### src/rtl/fetch_unit.sv
// fetch_unit: PC owner and fetch FIFO between the instruction memory and decode,
// with back-pressure stall, redirect flush and halt.
module fetch_unit #(
  parameter logic [31:0] RESET_PC  = 32'h00000000,
  parameter int          DEPTH     = 2,
  parameter logic [31:0] NOP_INSTR = 32'h00000033
) (
  input  logic        clk,
  input  logic        rst_n,
  output logic [31:0] imem_addr,
  input  logic [31:0] imem_rdata,
  input  logic        redirect_valid,
  input  logic [31:0] redirect_pc,
  input  logic        halt_req,
  output logic        out_valid,
  input  logic        out_ready,
  output logic [31:0] out_instr,
  output logic [31:0] out_pc,
  output logic        halted
);
  localparam int AW = $clog2(DEPTH);
  typedef enum logic [1:0] {IDLE, FETCH, HALTED} state_t;
  state_t state_q, state_d;
  logic [31:0] pc_q;
  logic [AW:0] count_q;
  logic [AW-1:0] rd_q, wr_q;
  logic [31:0] pc_mem [DEPTH];
  logic [31:0] instr_mem [DEPTH];
  logic redirect, push, pop;
  always_comb begin
    redirect = redirect_valid && state_q != IDLE;
    pop      = out_valid && out_ready;
    push     = state_q == FETCH && !redirect && (count_q < (AW+1)'(DEPTH) || pop);
    state_d  = state_q == IDLE ? FETCH :
               redirect ? FETCH :
               (state_q == FETCH && halt_req) ? HALTED : state_q;
  end
  assign imem_addr = pc_q;
  assign out_valid = count_q != '0;
  assign out_instr = out_valid ? instr_mem[rd_q] : NOP_INSTR;
  assign out_pc    = out_valid ? pc_mem[rd_q] : 32'd0;
  assign halted    = state_q == HALTED;
  always_ff @(posedge clk or negedge rst_n) begin
    if (!rst_n) begin
      state_q <= IDLE;
      pc_q    <= RESET_PC;
      count_q <= '0;
      rd_q    <= '0;
      wr_q    <= '0;
    end else begin
      state_q <= state_d;
      if (redirect) begin
        pc_q    <= redirect_pc & ~32'd3;
        count_q <= '0;
        rd_q    <= '0;
        wr_q    <= '0;
      end else begin
        pc_q    <= push ? pc_q + 32'd4 : pc_q;
        count_q <= count_q + (AW+1)'(push) - (AW+1)'(pop);
        rd_q    <= rd_q + AW'(pop);
        wr_q    <= wr_q + AW'(push);
      end
    end
  end
  // Storage needs no reset: outputs are masked whenever the FIFO is empty.
  always_ff @(posedge clk) begin
    if (push) begin
      pc_mem[wr_q]    <= pc_q;
      instr_mem[wr_q] <= imem_rdata;
    end
  end
endmodule
### config.mk
export PLATFORM = sky130hd
export DESIGN_NAME = fetch_unit
export DESIGN_NICKNAME = d
export VERILOG_FILES = /design/src/rtl/fetch_unit.sv
export SDC_FILE = /design/constraint.sdc
export NUM_CORES = 1
export LEC_CHECK = 0
export CORE_MARGIN = 3
export CORE_UTILIZATION = 35
export DETAILED_ROUTE_END_ITERATION = 10
export PLACE_DENSITY = 0.68
export SLEW_MARGIN = 40
export SYNTH_ARGS = -nofsm -noshare
export SYNTH_HDL_FRONTEND = slang
export SYNTH_SLANG_ARGS = --single-unit
export TNS_END_PERCENT = 50
### constraint.sdc
create_clock -name clk -period 10.4 [get_ports clk]
set_clock_uncertainty 0.15 [all_clocks]
set_input_delay 1.56 -clock clk [delete_from_list [all_inputs] [get_ports clk]]
set_output_delay 1.56 -clock clk [all_outputs]
set_load 0.005 [all_outputs]
; Word-level counts from Yosys, hierarchy flattened
; Memory sizes are Yosys's and may differ from the RTL's.
; Cells that the tools add are included.
[totals]
ff_bits = 38
latch_bits = 0
ram_bits = 128
mem_bits_ro = 0
out_inout_bits = 98
wordCells = 39
n_memories = 2
[mem_list]
columns = name, depth, word_bits, read_ports, rd_clocked_by_memory_dff, wr, line_no
row1 = instr_mem, 2, 32, 1, 0, 1, 28  ; logic [31:0] instr_mem [DEPTH];
row2 = pc_mem, 2, 32, 1, 0, 1, 27  ; logic [31:0] pc_mem [DEPTH];
[classes]
n_addsub = 5
n_mul = 0
n_div = 0
n_lt_le_gt_ge = 1
n_eq_ne = 2
shifts = 0
mux = 12
bitwise_logic = 0
reduce_logical = 12
[ops]
columns = op, n
row1 = 32-bit two-way mux, 4
row2 = 32-bit by 3-bit adder with 32-bit output (second input constant), 1
row3 = 2-bit two-way mux, 4
row4 = 2-bit nonzero test, 3
row5 = 1-bit logical AND, 5
row6 = 1-bit two-way mux, 4
row7 = 3-bit nonzero test, 1
row8 = 1-bit adder, 2
row9 = 2-bit by 1-bit adder with 2-bit output, 1
row10 = 2-bit by 1-bit == test with 1-bit output (second input constant), 1
row11 = 2-bit == test (second input constant), 1
row12 = 2-bit logical NOT, 1
row13 = 2-bit < comparator (second input constant), 1
row14 = 2-bit by 1-bit subtractor with 2-bit output, 1
row15 = 1-bit logical NOT, 1
row16 = 1-bit logical OR, 1

; Logic depth before layout (Yosys ltp)
; Gate-level depths: netlist of the first run.
[depth]
depth_word = 8
ltp_mapped = 10
mapped_depth_nobuf = 9

; Worst setup path after synthesis of the first run
; No wires, ideal clock.
[synth_timing]
path_kind = input to register
startpoint = in redirect_valid
endpoint = mem instr_mem[1][0], enable pin
setup_time_ns = 0.427
arrival_ns = 3.947
required_time_ns = 9.823
slack_ns = 5.876
path_stages = 4
path_buffers = 1
cell_sequence = or4b_1 > buf_2 > clkinv_1 > ha_1
[synth_between]
elab_chain_cells = 6
[synth_rtl]
columns = element, line_no
row1 = from (decl), 12  ; input logic redirect_valid,
row2 = 1-bit logical AND, 31  ; redirect = redirect_valid && state_q != IDLE;
row3 = 1-bit logical NOT, 33  ; push = state_q == FETCH && !redirect && (count_q < (AW+1)'(DEPTH) || pop);
row4 = 1-bit logical AND (2 in series), 33
row5 = 1-bit two-way mux, 67  ; if (push) begin
row6 = 1-bit two-way mux (implied by the code), 69  ; instr_mem[wr_q] <= imem_rdata;
row7 = to (decl), 28
; Every way passes these cells.

; Worst setup path after layout of the first run
[layout_timing]
startpoint = reg count_q[1]
endpoint = out out_instr[4]
[layout_between]
elab_chain_cells = 2
[layout_rtl]
columns = element, line_no
row1 = from (decl), 25  ; logic [AW:0] count_q;
row2 = from (signal assigned), 59  ; count_q <= count_q + (AW+1)'(push) - (AW+1)'(pop);
row3 = 2-bit nonzero test, 39  ; assign out_valid = count_q != '0;
row4 = 32-bit two-way mux, 40  ; assign out_instr = out_valid ? instr_mem[rd_q] : NOP_INSTR;
row5 = to (decl), 17  ; output logic [31:0] out_instr,
; Every way passes these cells.

==> results, run 1 <==
- The top cell types in the final layout, fill and taps aside, are 159 x sky130_fd_sc_hd__clkdlybuf4s50_1, 124 x sky130_fd_sc_hd__edfxtp_1, 71 x sky130_fd_sc_hd__nor2_1, 62 x sky130_fd_sc_hd__mux2i_1, 43 x sky130_fd_sc_hd__nand2_1.
- Of the post-synthesis cell area, the part taken by muxes is 0.09336.
- During I/O placement, the number of pins put on the boundary was between 150 and 200.
- The global placer's final weighted congestion is 0.7873.
- The startpoint of the most critical register-to-register path is count_q[1].
- The signal on the critical path passes through nor2_4, buf_4, inv_1, nand2_1, clkdlybuf4s50_1.
- The area added between synthesis and finish is 36.70%.
- The count of antenna diodes in the layout is 0.
- The compound-gate portion of the synthesized area was 0.04973.
- STA classifies the critical path startpoint as a flop.
- The number of clock buffers inserted by TritonCTS is 17.
- The global router's overall resource usage is 0.1604.
- The highest clock frequency the design can meet is roughly 0.23 GHz.
- The category of the critical setup timing path is flop to output port.
- The count of state elements after synthesis is 160.
- The share of flip-flops with an asynchronous set or reset is 0.2250.
- The endpoint class of the critical path is an output port.
- The worst hold path belongs to the class flop to flop.
- In the detailed route, the total length drawn on met2 is roughly 8300 um.
- The overall die area is roughly 21000 um2.
- Summed over all layers, the routed wires come to roughly 17000 um.
- The number of stages on the worst setup path is 5.
- The share of the cycle needed by the critical path after routing is 0.4222.
- The post-synthesis average cell area is about 13 um2.
- The depth of the CTS H-tree is 4.
- The worst hold path terminates at pc_mem[1][31].
- After detailed routing, the number of vias per cell comes to 5.017.
- The final setup TNS is 0 ns.
- The actual slew at the worst max-slew pin is around 0.74 ns.
- Measured in cells, the most critical reg-to-reg path has a length of 10.
- In this run, post-CTS hold repair placed 0 buffers.
- The number of antenna violations at the first check in global routing was 0.
- The DRC violation total after the first TritonRoute iteration is between 200 and 250.
- The count of buffer and inverter cells on the critical path is 3.
- The cell type of the slowest stage on the worst timing path is sky130_fd_sc_hd__buf_4.
- Setup repair after global routing left no endpoint under its margin.
- The maximum cell stage delay along the critical path is around 0.5 ns.
- Of the post-synthesis cell area, the dominant cell type holds 0.5502.
- In this run the power density over the cells is 237.6 nW/um2.
- In this run the most critical hold path is launched from imem_addr[31].
- Of the total synthesized cell area, the portion taken by full adders, half adders and majority gates is 0.009244.
- The topmost layer with routed signal wires is met4.
- The count of nets left with antenna violations once routing finished came out at 0.
- In this run the critical register-to-register path is captured at count_q[1].
- The clock root buffer is sky130_fd_sc_hd__clkbuf_16.
- The reported max-cap violation count is 0.
- During placement, the flow inserted port buffers numbering 160.
- The core box area is approximately 19000 um2.
- The post-synthesis cell area is around 6800 um2.
- Measured against its own limit, the worst slew margin works out to 0.5089.
- Counting instances, the worst hold path has a depth of 0.
- After synthesis, the netlist uses 49 different library cells.
- By area the synthesized netlist is led by sky130_fd_sc_hd__edfxtp_1 55%, sky130_fd_sc_hd__dfrtp_1 13%, sky130_fd_sc_hd__mux2i_1 9.2%, sky130_fd_sc_hd__nor2_1 4.0%, sky130_fd_sc_hd__nand2_1 2.4%.
- The number of enable-type register cells in the synthesized netlist is 124.
- The Yosys step of the flow raised 0 warnings.
- The final max-slew violation count is 0.
- The critical path data arrival time is roughly 2.7 ns.
- The detailed-route DRC error count is 0.
- The count of final setup violators is 0.
- The maximum buffer depth of the clock tree is 2.
- The number of sinks on the clock net is 160.
- The first detailed-routing pass ran for 5 iterations.
- The number of failing hold endpoints at the final stage is 0.
- The main combinational cell family by area after synthesis is simple AND/OR/NAND/NOR gates.
- The initial core utilization is 0.3594.
- The flow ran to the end, and the final reports show no timing, DRC or antenna violations.
- On the critical path the largest part of the delay comes from buffers and inverters.
- The routed via count is roughly 4.7k.
- After technology mapping, the gate count stands at around 500.
- The floorplan die height is about 150 um.
- Once detailed placement completed, the half-perimeter wirelength came to approximately 11000 um.
- Of the total synthesized cell area, the portion taken by AND, OR, NAND and NOR gates is 0.1257.
- Hold is met by between 0.3 and 0.4 ns.
- The floorplan has 50 rows.
- The wire length of the first global-routing pass is between 20000 and 30000 um.
- The library cell occupying the most area in the post-synthesis netlist is sky130_fd_sc_hd__edfxtp_1.
- The post-CTS clock slew at the launch and capture registers of the worst setup and hold paths is 0.07 ns.
- Entering global routing, the biggest net connects 40 pins.
- The setup check on the worst reg-to-reg path leaves a slack of roughly 7.3 ns.
- The worst IR drop on VDD is 122.4 uV.
- The clock tree from TritonCTS is yes.
- Summed over all layers, the global routing overflow is 0.
- The die is about 150 um wide.
- The minimum clock period after layout is around 4.4 ns.
- The routed length on met3 is 964 um.
- The sequential share of the synthesized area is 0.6833.
- The commonest register cell after synthesis is sky130_fd_sc_hd__edfxtp_1.
- Of the total synthesized cell area, the portion taken by XOR and XNOR cells is 0.01424.
- Of the cells placed in the final design, the portion with a size suffix greater than 1 is 0.07038.
- The number of gates resized after cts is 0.
- The total design power is 2.199 mW.
- The routed metal-1 wirelength is roughly 7100 um.
- For this run, the post-layout net count is approximately 740.
- The top fanout value on the critical path is 39.
- At the worst endpoint, the required time is 8.69 ns.
- The clock latency reported for the late side of the worst-skew pair is between 0.4 and 0.5 ns.
- Leaving out fill and tap cells, the most frequent cell in the layout is sky130_fd_sc_hd__clkdlybuf4s50_1.
- The number of global-route vias before repair is ~4.9k.
- In the final routed layout, each cell accounts on average for roughly 18 um.
- The leakage power of the design is approximately 3.2 nW.
- The post-CTS setup buffer count is 0.
[per-stage QoR]
stage               setup slack [ns]  utilization  cell area, um2  std cells
floorplan                      5.876            -            6779        512
global placement               5.621       0.4584            8632        906
detailed placement             5.701       0.4627            8712        910
CTS                            5.940       0.4912            9249        942
global route                   5.803       0.4913            9251        942
finish                         6.009       0.4913            9251        942
[power breakdown]
part           leakage (nW)  internal, mW  switching [mW]
Clock                 0.265         0.308           0.259
Sequential             1.57         0.788          0.0743
Combinational          1.35         0.423           0.346
Total                  3.19          1.52           0.680
[worst register-to-register path, cell delays in order (launching register included)]
cell and delay [ns]:
sky130_fd_sc_hd__dfrtp_1 0.46, sky130_fd_sc_hd__nor2_4 0.45, sky130_fd_sc_hd__buf_4 0.51, sky130_fd_sc_hd__inv_1 0.24, sky130_fd_sc_hd__and2_1 0.26, sky130_fd_sc_hd__ha_1 0.31, sky130_fd_sc_hd__inv_1 0.06, sky130_fd_sc_hd__ha_1 0.16
sky130_fd_sc_hd__xor2_1 0.19, sky130_fd_sc_hd__xnor2_1 0.16, sky130_fd_sc_hd__nor2_1 0.06
[final cells by class]
cell class                      instances  area, um2
Clock buffer                           17      425.4
Clock inverter                         15      111.4
Fill cell                            1644       9579
Inverter                                9      33.78
Multi-Input combinational cell        314       2026
Sequential cell                       160       4628
Tap cell                              260      325.3
Timing Repair Buffer                  167       1702
[cells in the mapped netlist, drive strengths merged (2+ instances only)]
cell    number
nand4        6
and3         5
and2         4
o311ai       9
and4         3
nor2b        2
nor4         3
dfrtp       36
nand2       43
nor3        13
nand3       18
xnor2        9
nor2        72
ha           5
a21oi        2
xor2         2
mux2i       62
o211ai       5
clkbuf      15
or4          4
a31oi        4
a221o        2
buf         14
or3          3
o21ai       16
a22oi        3
or2          3
inv          8
edfxtp     124
[sequential cells by signal, summed over array words and instances (netlist names)]
register,cells
state_q,2
wr_q,1
count_q,2
imem_addr,30
pc_mem,60
instr_mem,64
rd_q,1
[cells by family (layout without fill, tap and decap cells)]
kind of cell    Yosys count  count (layout)
simple gates            182             182
flops                   160             160
mux                      63              63
compound gates           49              49
buf+inv                  38             208
xor+xnor                 11              11
fa+ha+maj                 5               5
other cells               1               4
[layer usage]
layer | vias to the layer above | global-route usage
li1 | 2190 | -
met1 | 2330 | 0.2013
met2 | 183 | 0.2735
met3 | 23 | 0.03935
met4 | 0 | 0.05271
met5 | - | 0
[worst max path at each step]
stage                                 end           start
after floorplan           instr_mem[1][0]  redirect_valid
after global placement    instr_mem[1][6]       out_ready
after detailed placement  instr_mem[0][6]       out_ready
after CTS                    out_instr[4]      count_q[1]
after global routing         out_instr[1]      count_q[1]
final                        out_instr[4]      count_q[1]
Note: power is estimated with default switching activity, not from simulation.
==> run 2: changes to the inputs <==
==> constraint.sdc (replaced) <==
create_clock -name clk -period 4.28 [get_ports clk]
set_clock_uncertainty 0.15 [all_clocks]
set_input_delay 0.642 -clock clk [delete_from_list [all_inputs] [get_ports clk]]
set_output_delay 0.642 -clock clk [all_outputs]
set_load 0.005 [all_outputs]
==> results, run 2 (synthesized netlist as in run 1, its figures left out) <==
- The flow ran to the end, and the final reports show no timing, DRC or antenna violations.
- The category of the critical setup timing path is flop to output port.
- The clock tree from TritonCTS is yes.
- The number of vias per cell is approximately 5.
- The count of hold-fix buffers inserted at cts is 1.
- For this design the top-level I/O count stands at 167.
- In this run the power spent charging and discharging nets is between 1.5 and 2 mW.
- The post-CTS clock slew at the launch and capture registers of the worst setup and hold paths is ~0.060 ns.
- The wire length reported by the detailed router is ~17000 um.
- For this run, design rule violations remaining after detail routing come to 0.
- Headroom to the max-slew limit came out at 0.4770.
- The top cell types in the final layout, fill and taps aside, are 159 x sky130_fd_sc_hd__clkdlybuf4s50_1, 124 x sky130_fd_sc_hd__edfxtp_1, 71 x sky130_fd_sc_hd__nor2_1, 62 x sky130_fd_sc_hd__mux2i_1, 43 x sky130_fd_sc_hd__nand2_1.
- The number of global-route vias before repair was around 5.0k.
- After clock tree synthesis, the setup repair step added 0 buffers.
- For the worst setup path, the data required time is 3.49 ns.
- The average routed wire per standard cell is between 15 and 20 um.
- In the final layout, the share of cells above drive strength 1 is 0.07299.
- For this configuration, the core starts out at a cell density of 0.3594.
- In this run the deepest clock path goes through 2 buffers.
- The row count is 50.
- Along the worst path, the maximum fanout reaches 32.
- The tree is rooted in a sky130_fd_sc_hd__clkbuf_16.
- The analysis attributes to cell leakage a power of approximately 3.2 nW.
- Setup repair after global routing left no endpoint under its margin.
- The largest net degree at the start of global routing is 42.
- The number of antenna violations at the first check in global routing is 1.
- From left edge to right edge, the die measures around 150 um.
- At the pin with the least slew margin, the transition time is ~0.8 ns.
- The core box area is between 15000 and 20000 um2.
- In the final timing run, aggregate negative setup slack is 0 ns.
- The quantity of I/O buffers inserted on ports is 160.
- The floorplan die height is 145.1 um.
- The proportion of total power due to net switching is 0.3028.
- The clock latency reported for the late side of the worst-skew pair is roughly 0.41 ns.
- Once placement finished, the instance area stood at between 8000 and 9000 um2.
- The depth of the CTS H-tree is 4.
- Of the total power, registers draw 0.407.
- The cell internal power dissipation is 3.719 mW.
- Summed over all layers, the global routing overflow is 0.
- The worst IR drop on VDD is around 300 uV.
- The worst setup path is launched from a flop.
- In this run, post-CTS repair resized a total of 0 instances.
- The critical path data arrival time is 2.59 ns.
- The number of sinks on the clock net is 160.
- The overall die area is approximately 21000 um2.
- In the finished design, the share of the clock period the worst path needs comes to 0.7910.
- The number of antenna diodes in the final layout is 0.
- The number of clock buffers inserted by TritonCTS is 17.
- The count of final setup violators is 0.
- After routing the design area is just over 9000 um2.
- The reported max-cap violation count is 0.
- The library cell used most frequently in the layout, excluding fill and tap cells, is sky130_fd_sc_hd__clkdlybuf4s50_1.
- The global router's overall resource usage is 0.1612.
- Counting flops per register, the top entry is instr_mem.
- The minimum clock period after layout is 3.386 ns.
- The first detailed-routing pass took 5 iterations.
- The global placer's final weighted congestion is 0.7686.
- Dividing total power by cell area gives a power density of 575.4 nW/um2.
- The wire length of the first global-routing pass is approximately 27000 um.
- For this run, the top clock speed supported by timing is between 0.2 and 0.3 GHz.
- Of the total power, combinational logic draws 0.331.
- The share of total power dissipated in the clock network is 0.262.
- The routed via count is 4696.
- Compared with the post-synthesis result, the final layout area differs by 36.99%.
- The net count of the finished layout is 746.
- The DRC violation total after the first TritonRoute iteration is 290.
- The count of nets left with antenna violations once routing finished came out at 0.
- The endpoint class of the critical path is an output port.
- The classification of the worst-slack hold path is flop to flop.
- The final max-slew violation count is 0.
- The number of failing hold endpoints at the final stage is 0.
- The post-DP HPWL is between 10000 and 15000 um.
- The number of flip-flops under the largest register name is 64.
run 2: cell types whose count changed in the layout (fill, tap and decap cells not counted), sizes merged:
cell	delta
dlygate4sd3	+1
clkinv	+2
clkinvlp	+1
inv	-4
bufinv	+1
buf	+2
run 2: worst max-delay path, stage by stage (launching register included):
cell and delay [ns]:
sky130_fd_sc_hd__dfrtp_1 0.46, sky130_fd_sc_hd__nor2_4 0.65, sky130_fd_sc_hd__buf_4 0.47, sky130_fd_sc_hd__nor2_1 0.12, sky130_fd_sc_hd__clkdlybuf4s50_1 0.47
run 2: worst paths after layout:
| path | slack, ns | depth (start not counted) | end | startpoint |
|---|---|---|---|---|
| max | 0.89 | 4 | out_pc[25] | count_q[1] |
| min in group asynchronous | 0.51 | 2 | state_q[1] | rst_n |
| min reg2reg | 0.38 | 0 | pc_mem[0][7] | imem_addr[7] |
| min | 0.38 | 0 | pc_mem[0][7] | imem_addr[7] |
| max reg2reg | 1.39 | 9 | count_q[1] | count_q[1] |
| max in group asynchronous | 3.00 | 3 | rd_q | rst_n |
run 2: power groups by stage:
stage / logic [mW] / registers (mW) / clock network [mW]
floorplan: 0.856 / 2.06 / 0
global placement: 1.76 / 2.19 / 0
detailed placement: 1.79 / 2.21 / 0
CTS: 1.80 / 2.18 / 1.43
global route: 1.93 / 2.20 / 1.50
finish: 1.77 / 2.17 / 1.40
run 2: stage by stage:
step / hold WS [ns] / power [mW] / setup slack, ns / util / std cells
finish: 0.3842 / 5.334 / 0.8944 / 0.4924 / 945
global route: 0.4259 / 5.631 / 0.7260 / 0.4924 / 945
CTS: 0.3880 / 5.404 / 0.8675 / 0.4924 / 945
detailed placement: 0.3679 / 4.002 / 0.8538 / 0.4628 / 912
global placement: 0.3624 / 3.952 / 0.9183 / 0.4617 / 911
floorplan: 0.1964 / 2.913 / 0.6740 / - / 512
run 2: metal layers:
layer  wire, um  GRT usage  share of wire
met5         11          0        0.00066
met4        343    0.05935          0.021
met3       1027    0.04591          0.061
met2       8266     0.2676           0.49
met1       7080     0.2018           0.42
run 2: area by class of cell:
type	instances	area, um2
inverter	9	33.78
fill	1627	9559
clock buffer	17	425.4
tap	260	325.3
multi-input combinational	314	2026
clock inverter	15	121.4
timing repair buffer	170	1712
sequential	160	4628
